$ cat src/rtl/frame_scheduler.sv
// Per-frame sequencer around draw_blocks: clears the back buffer, launches a draw, waits for
// completion, then flips front/back on the next frame_start. Owns the framebuffer write port.
module frame_scheduler #(
  parameter int unsigned                 DRAW_WIDTH     = 640,
  parameter int unsigned                 DRAW_HEIGHT    = 480,
  parameter int unsigned                 DRAW_SIZE      = DRAW_WIDTH * DRAW_HEIGHT,
  parameter int unsigned                 DRAW_ADDRW     = $clog2(DRAW_SIZE),
  parameter int unsigned                 DRAW_DATAW     = 1,
  parameter logic [DRAW_DATAW-1:0]       CLEAR_VALUE    = '0,
  parameter int unsigned                 TIMEOUT_CYCLES = 4194304
) (
  input  logic                  clk,
  input  logic                  rst_n,
  input  logic                  enable,
  input  logic                  frame_start,
  output logic                  draw_start,
  input  logic                  draw_done,
  input  logic [DRAW_ADDRW-1:0] blk_addr,
  input  logic [DRAW_DATAW-1:0] blk_data,
  input  logic                  blk_we,
  output logic [DRAW_ADDRW-1:0] fb_addr_write,
  output logic [DRAW_DATAW-1:0] fb_data_in,
  output logic                  fb_we,
  output logic                  buf_sel,
  output logic                  busy,
  output logic [15:0]           frame_count,
  output logic                  overrun,
  output logic                  timeout,
  input  logic                  clear_sticky
);

  localparam int unsigned TMO_W = $clog2(TIMEOUT_CYCLES + 1);
  localparam logic [DRAW_ADDRW-1:0] LAST_ADDR = DRAW_ADDRW'(DRAW_SIZE - 1);
  localparam logic [TMO_W-1:0]      TMO_LAST  = TMO_W'(TIMEOUT_CYCLES - 1);

  typedef enum logic [1:0] {
    S_IDLE  = 2'd0,
    S_CLEAR = 2'd1,
    S_DRAW  = 2'd2,
    S_PEND  = 2'd3
  } state_t;

  state_t                  state_q, state_d;
  logic [DRAW_ADDRW-1:0]   clr_cnt_q, clr_cnt_d;
  logic [TMO_W-1:0]        tmo_cnt_q, tmo_cnt_d;
  logic                    buf_sel_q, buf_sel_d;
  logic [15:0]             frame_count_q, frame_count_d;
  logic                    draw_start_q, draw_start_d;
  logic                    fb_we_q, fb_we_d;
  logic [DRAW_ADDRW-1:0]   fb_addr_q, fb_addr_d;
  logic [DRAW_DATAW-1:0]   fb_data_q, fb_data_d;
  logic                    overrun_q, overrun_d;
  logic                    timeout_q, timeout_d;
  logic                    overrun_set;
  logic                    timeout_set;

  always_comb begin
    state_d       = state_q;
    clr_cnt_d     = clr_cnt_q;
    tmo_cnt_d     = tmo_cnt_q;
    buf_sel_d     = buf_sel_q;
    frame_count_d = frame_count_q;
    draw_start_d  = 1'b0;
    fb_we_d       = 1'b0;
    fb_addr_d     = '0;
    fb_data_d     = '0;
    overrun_set   = 1'b0;
    timeout_set   = 1'b0;

    case (state_q)
      S_IDLE: begin
        if (frame_start && enable) begin
          state_d   = S_CLEAR;
          clr_cnt_d = '0;
        end
      end

      S_CLEAR: begin
        fb_we_d   = 1'b1;
        fb_addr_d = clr_cnt_q;
        fb_data_d = CLEAR_VALUE;
        if (frame_start) overrun_set = 1'b1;
        if (clr_cnt_q == LAST_ADDR) begin
          state_d      = S_DRAW;
          draw_start_d = 1'b1;
          tmo_cnt_d    = '0;
        end else begin
          clr_cnt_d = clr_cnt_q + 1'b1;
        end
      end

      S_DRAW: begin
        if (blk_we) begin
          fb_we_d   = 1'b1;
          fb_addr_d = blk_addr;
          fb_data_d = blk_data;
        end
        if (frame_start) overrun_set = 1'b1;
        // draw_done takes priority over a coincident terminal count
        if (draw_done) begin
          state_d = S_PEND;
        end else if (tmo_cnt_q == TMO_LAST) begin
          timeout_set = 1'b1;
          state_d     = S_IDLE;
        end else begin
          tmo_cnt_d = tmo_cnt_q + 1'b1;
        end
      end

      S_PEND: begin
        if (frame_start) begin
          buf_sel_d     = ~buf_sel_q;
          frame_count_d = frame_count_q + 16'd1;
          if (enable) begin
            state_d   = S_CLEAR;
            clr_cnt_d = '0;
          end else begin
            state_d = S_IDLE;
          end
        end
      end

      default: state_d = S_IDLE;
    endcase

    overrun_d = overrun_set | (overrun_q & ~clear_sticky);
    timeout_d = timeout_set | (timeout_q & ~clear_sticky);
  end

  always_ff @(posedge clk or negedge rst_n) begin
    if (!rst_n) begin
      state_q       <= S_IDLE;
      clr_cnt_q     <= '0;
      tmo_cnt_q     <= '0;
      buf_sel_q     <= 1'b0;
      frame_count_q <= '0;
      draw_start_q  <= 1'b0;
      fb_we_q       <= 1'b0;
      fb_addr_q     <= '0;
      fb_data_q     <= '0;
      overrun_q     <= 1'b0;
      timeout_q     <= 1'b0;
    end else begin
      state_q       <= state_d;
      clr_cnt_q     <= clr_cnt_d;
      tmo_cnt_q     <= tmo_cnt_d;
      buf_sel_q     <= buf_sel_d;
      frame_count_q <= frame_count_d;
      draw_start_q  <= draw_start_d;
      fb_we_q       <= fb_we_d;
      fb_addr_q     <= fb_addr_d;
      fb_data_q     <= fb_data_d;
      overrun_q     <= overrun_d;
      timeout_q     <= timeout_d;
    end
  end

  assign draw_start    = draw_start_q;
  assign fb_we         = fb_we_q;
  assign fb_addr_write = fb_addr_q;
  assign fb_data_in    = fb_data_q;
  assign buf_sel       = buf_sel_q;
  assign busy          = (state_q != S_IDLE);
  assign frame_count   = frame_count_q;
  assign overrun       = overrun_q;
  assign timeout       = timeout_q;

endmodule

$ cat config.mk
export PLATFORM = sky130hd
export DESIGN_NAME = frame_scheduler
export DESIGN_NICKNAME = d
export VERILOG_FILES = /design/src/rtl/frame_scheduler.sv
export SDC_FILE = /design/constraint.sdc
export NUM_CORES = 1
export LEC_CHECK = 0
export BUFFER_PORTS_ARGS = -buffer_cell sky130_fd_sc_hd__buf_2
export CAP_MARGIN = 10
export CORE_ASPECT_RATIO = 0.75
export CORE_MARGIN = 5
export CORE_UTILIZATION = 30
export CTS_BUF_LIST = sky130_fd_sc_hd__clkbuf_8
export CTS_CLUSTER_SIZE = 10
export DETAILED_ROUTE_END_ITERATION = 10
export HOLD_SLACK_MARGIN = 0.05
export PLACE_DENSITY = 0.53
export SLEW_MARGIN = 30
export SYNTH_ARGS = -nofsm -noshare
export SYNTH_HDL_FRONTEND = slang
export SYNTH_SLANG_ARGS = --single-unit
$ cat constraint.sdc
create_clock -name clk -period 4.6 [get_ports clk]
set_input_delay 0.46 -clock clk [delete_from_list [all_inputs] [get_ports clk]]
set_output_delay 0.46 -clock clk [all_outputs]
set_load 0.03 [all_outputs]
==> results <==
- The run finished with clean final reports.
- The depth of the CTS H-tree is 3.
- The count of input and output buffers is 68.
- The share of total power dissipated in sequential elements is 0.549.
- The boundary pin count is between 60 and 70.
- In this run, post-CTS repair resized a total of 0 instances.
- The per-cell via count in the routed design is 5.182.
- Across every metal layer, demand over resource in global routing totals 0.1308.
- The total of warnings raised by yosys is 0.
- The worst setup path is launched from a register.
- For met3 alone, demand over resource in global routing was 0.03720.
- Across all setup checks in the final design, the least slack found is 1786 ps.
- The relative area change from synthesis to final layout is 16.02%.
- The largest net degree at the start of global routing is 86.
- The final count of hold timing violations is 0.
- The sequential fraction of the synthesis area is 0.4863.
- The initial antenna violation count is 0.
- Adding up every negative setup slack in the final design gives 0 ps.
- Data on the critical path is required at its endpoint by 4840 ps.
- For this run, the post-layout net count is about 520.
- The analysis attributes to cell leakage a power of 2.276 nW.
- The initial DRC count is 237.
- For this run, the leading register cell type out of synthesis is sky130_fd_sc_hd__dfrtp_1.
- The number of maximum-capacitance constraint violations is 0.
- After clock tree synthesis, the clock-pin slew on the worst setup and hold paths is approximately 80 ps.
- In this run the power spent charging and discharging nets is a little under 0.3 mW.
- The critical path goes through ha_1 -> nand3_4 -> nor4_4 -> a21oi_4 -> a21o_1 -> a211o_1.
- The gate count of the mapped netlist is 434.
- In this run the core area contains 38 standard-cell rows.
- The largest stage delay on the critical path is 710 ps.
- In this run the power density over the cells is 268.2 nW/um^2.
- Clock latency on the worst-skew pair, taken at its later pin, is 350 ps.
- The slowest cell on the critical path is sky130_fd_sc_hd__nor4_4.
- Dividing the detail-routed wire length by the instance count gives roughly 16 um.
- Internal power comes to 1.072 mW.
- The total vias in the final route is 3591.
- The first-pass iteration count of the detailed router is 5.
- The number of clock buffers added by TritonCTS is 9.
- The setup-violating endpoint count in the final report is 0.
- The number of buffers and inverters on the critical path is 0.
- TritonCTS built the clock tree.
- The clock sink total is 85.
- After synthesis, the netlist uses 58 different library cells.
- The number of buffers inserted for hold repair after clock tree synthesis is 0.
- In this run the horizontal extent of the chip is 149.4 um.
- The maximum clock frequency is 355.3 MHz.
- Setup repair after global routing left no endpoint under its margin.
- The fraction of met2 tracks used by global routing is 0.2009.
- The switching power share of the total is 0.2127.
- For this run, global-route usage on met1 was measured as 0.1794.
- Data arrives at the worst endpoint at around 3100 ps.
- The smallest clock period supported by the final layout is computed as between 2000 and 3000 ps.
- From bottom edge to top edge, the die measures roughly 110 um.
- At the placement stage, the worst setup path has a slack of 1479 ps.
- Dividing the final minimum period by the clock period gives 0.6118.
- The clock power share is 0.428.
- The busiest layer in global routing is met2.
- Each instance of the synthesized netlist takes up on average 10.08 um^2.
- The initial utilization of the core area, before any placement, comes to 0.3046.
- The endpoint kind of the worst setup timing path is a register.
- Of all flip-flops after synthesis, the portion carrying an async set or reset was 1.000.
- The total wire length is about 11000 um.
- The final setup skew is 7.582 ps.
- CTS placed an instance of sky130_fd_sc_hd__clkbuf_8 at the clock tree root.
- The path class of the tightest hold or removal check is input pin to asynchronous set/reset pin.
- After clock tree synthesis, the setup repair step added 0 buffers.
- The via count of the first global-routing pass is ~3500.
- The repair_antennas step left the layout with diodes totalling 0.
- The relative slew slack is 0.3455.
- In the routed design, unresolved DRC markers number 0.
- The floorplan die area is 17120 um^2.
- The share of final-layout standard cells stronger than drive strength 1 is 0.1968.
- Along the worst path, the maximum fanout reaches 26.
- The critical path is of the register to register type.
- The remaining number of nets flagged by the antenna check after routing is 0.
- The slew at the pin with the worst max-slew slack is between 900 and 1000 ps.
- The clock passes through at most 2 buffers.
- The net count of the mapped netlist is ~470.
- The HPWL after detailed placement is 7442 um.
- The weighted congestion reported at the end of routability-driven placement is 0.7831.
- For this run the aggregate overflow at the end of global routing stands at 0.
- The number of max-slew violations in the final report is 0.
- The first-pass GRT wire length is 17760 um.
- The synthesized netlist occupies a cell area of 4374 um^2.
- The number of synthesized flops with an enable pin is 0.
- The combinational fraction of design power is 0.023.
- Counting flops and latches in the post-synthesis netlist gives 85.
- The total area inside the core boundary comes to 14360 um^2.
- In this design, the largest share of critical-path delay is due to compound AO/OA/AOI/OAI gates.
- The worst-case IR drop observed on VDD is 0.0001242 V.
==> metrics by stage <==
| stage | util | instances | total power, mW | instance area, um^2 | hold WS [ps] |
|---|---|---|---|---|---|
| 2_1_floorplan | - | 434 | 0.7651 | 4374 | 164.4 |
| 3_3_place_gp | 0.3377 | 678 | 0.7945 | 4848 | 461.7 |
| 3_5_place_dp | 0.3379 | 678 | 0.7951 | 4852 | 480.8 |
| 4_1_cts | 0.3527 | 693 | 1.385 | 5065 | 185.4 |
| 5_1_grt | 0.3534 | 693 | 1.422 | 5075 | 205.3 |
| 6_report | 0.3534 | 693 | 1.361 | 5075 | 148.4 |
==> worst register-to-register path: cells and delay by family, from the launching register on <==
| kind | cells | cell delay, ps |
|---|---|---|
| simple gates | 2 | 850 |
| fa+ha+maj | 1 | 270 |
| compound gates | 3 | 1150 |
| flops | 1 | 450 |
==> cell usage in the layout, fill, tap and decap left out, types with 10 or more instances in the layout <==
cell,Yosys,final
sky130_fd_sc_hd__dfrtp_1,85,85
sky130_fd_sc_hd__buf_2,3,67
sky130_fd_sc_hd__nand2_1,50,50
sky130_fd_sc_hd__nand3_1,20,20
sky130_fd_sc_hd__a22oi_1,18,18
sky130_fd_sc_hd__nor2b_1,18,18
sky130_fd_sc_hd__nor3_1,18,18
sky130_fd_sc_hd__nand4_1,15,15
sky130_fd_sc_hd__o21ai_0,15,15
sky130_fd_sc_hd__xnor2_1,14,14
sky130_fd_sc_hd__nor2_1,12,12
sky130_fd_sc_hd__inv_1,11,11
sky130_fd_sc_hd__and3_1,11,11
sky130_fd_sc_hd__clkbuf_8,0,10
==> kinds of logic (layout without fill, tap and decap cells) <==
family	after synthesis	after routing	share of synthesized area
flip-flops	85	85	0.4863
AO/OA/AOI/OAI	106	106	0.1811
XOR/XNOR	18	18	0.03604
multiplexers	5	5	0.01201
adder cells (fa/ha/maj)	7	7	0.02002
AND/OR/NAND/NOR	177	177	0.2251
buffers and inverters	36	95	0.03947
==> cells in the mapped netlist, types with 3 or more instances <==
library cell	n	area (um^2)
sky130_fd_sc_hd__and3_1	11	68.82
sky130_fd_sc_hd__a21boi_0	9	67.56
sky130_fd_sc_hd__mux2i_1	3	30.03
sky130_fd_sc_hd__nor2_1	12	45.04
sky130_fd_sc_hd__nand2_1	50	187.7
sky130_fd_sc_hd__nor4_1	3	18.77
sky130_fd_sc_hd__xnor2_1	14	122.6
sky130_fd_sc_hd__a2bb2oi_1	8	70.07
sky130_fd_sc_hd__clkbuf_2	3	15.01
sky130_fd_sc_hd__nor3_1	18	90.09
sky130_fd_sc_hd__nand4_1	15	93.84
sky130_fd_sc_hd__and2_1	5	31.28
sky130_fd_sc_hd__a22o_1	7	61.31
sky130_fd_sc_hd__and4_1	4	35.03
sky130_fd_sc_hd__a21oi_1	7	35.03
sky130_fd_sc_hd__ha_1	7	87.58
sky130_fd_sc_hd__a41oi_1	3	26.28
sky130_fd_sc_hd__nor2b_1	18	112.6
sky130_fd_sc_hd__buf_6	4	45.04
sky130_fd_sc_hd__a21o_1	5	37.54
sky130_fd_sc_hd__dfrtp_1	85	2127
sky130_fd_sc_hd__inv_1	11	41.29
sky130_fd_sc_hd__a31oi_1	9	56.30
sky130_fd_sc_hd__buf_2	3	15.01
sky130_fd_sc_hd__or4_1	3	22.52
sky130_fd_sc_hd__o21ai_0	15	75.07
sky130_fd_sc_hd__nand3_1	20	100.1
sky130_fd_sc_hd__o22a_1	9	78.83
sky130_fd_sc_hd__a22oi_1	18	135.1
sky130_fd_sc_hd__clkbuf_1	15	56.30
sky130_fd_sc_hd__xor2_1	4	35.03
==> power groups by stage <==
| stage | combinational, mW | sequential [mW] | clock, mW |
|---|---|---|---|
| floorplan | 0.00140 | 0.764 | 0 |
| global placement | 0.0322 | 0.762 | 0 |
| detailed placement | 0.0329 | 0.762 | 0 |
| CTS | 0.0330 | 0.747 | 0.605 |
| global route | 0.0363 | 0.748 | 0.638 |
| finish | 0.0310 | 0.747 | 0.583 |
==> path summary, 6_finish.rpt <==
| path | startpoint | endpoint | cells past startpoint | slack (ps) |
|---|---|---|---|---|
| hold reg to reg | frame_count[15]$_DFFE_PN0P_ | frame_count[15]$_DFFE_PN0P_ | 1 | 490 |
| setup reg to reg | clr_cnt_q[0]$_DFFE_PN0P_ | tmo_cnt_q[2]$_DFFE_PN0P_ | 6 | 1790 |
| max in group asynchronous | rst_n | tmo_cnt_q[0]$_DFFE_PN0P_ | 1 | 3900 |
| min in group clk | clear_sticky | overrun$_DFF_PN0_ | 2 | 290 |
| setup / recovery | clr_cnt_q[0]$_DFFE_PN0P_ | tmo_cnt_q[2]$_DFFE_PN0P_ | 6 | 1790 |
| hold / removal | rst_n | fb_addr_write[3]$_DFF_PN0_ | 1 | 150 |
==> layer usage <==
| layer | vias to the layer above | share of wire |
|---|---|---|
| met5 | - | 0 |
| met4 | 0 | 0.016 |
| met3 | 14 | 0.054 |
| met2 | 102 | 0.46 |
| met1 | 1778 | 0.47 |
| li1 | 1697 | - |
==> cell type report <==
| cell class | instances | area (um^2) |
|---|---|---|
| tap | 200 | 250.2 |
| clock buffer | 10 | 137.6 |
| clock inverter | 5 | 75.07 |
| fill | 1492 | 9284 |
| timing repair buffer | 69 | 354.1 |
| multi-input combinational | 313 | 2090 |
| sequential | 85 | 2127 |
| inverter | 11 | 41.29 |
==> flip-flops by register name, summed over array words and instances, names as in the netlist <==
name	count
tmo_cnt_q	23
buf_sel	1
fb_data_in	1
overrun	1
timeout	1
frame_count	16
state_q	2
fb_we	1
clr_cnt_q	19
fb_addr_write	19
draw_start	1
Power figures use the tool's default switching activity.
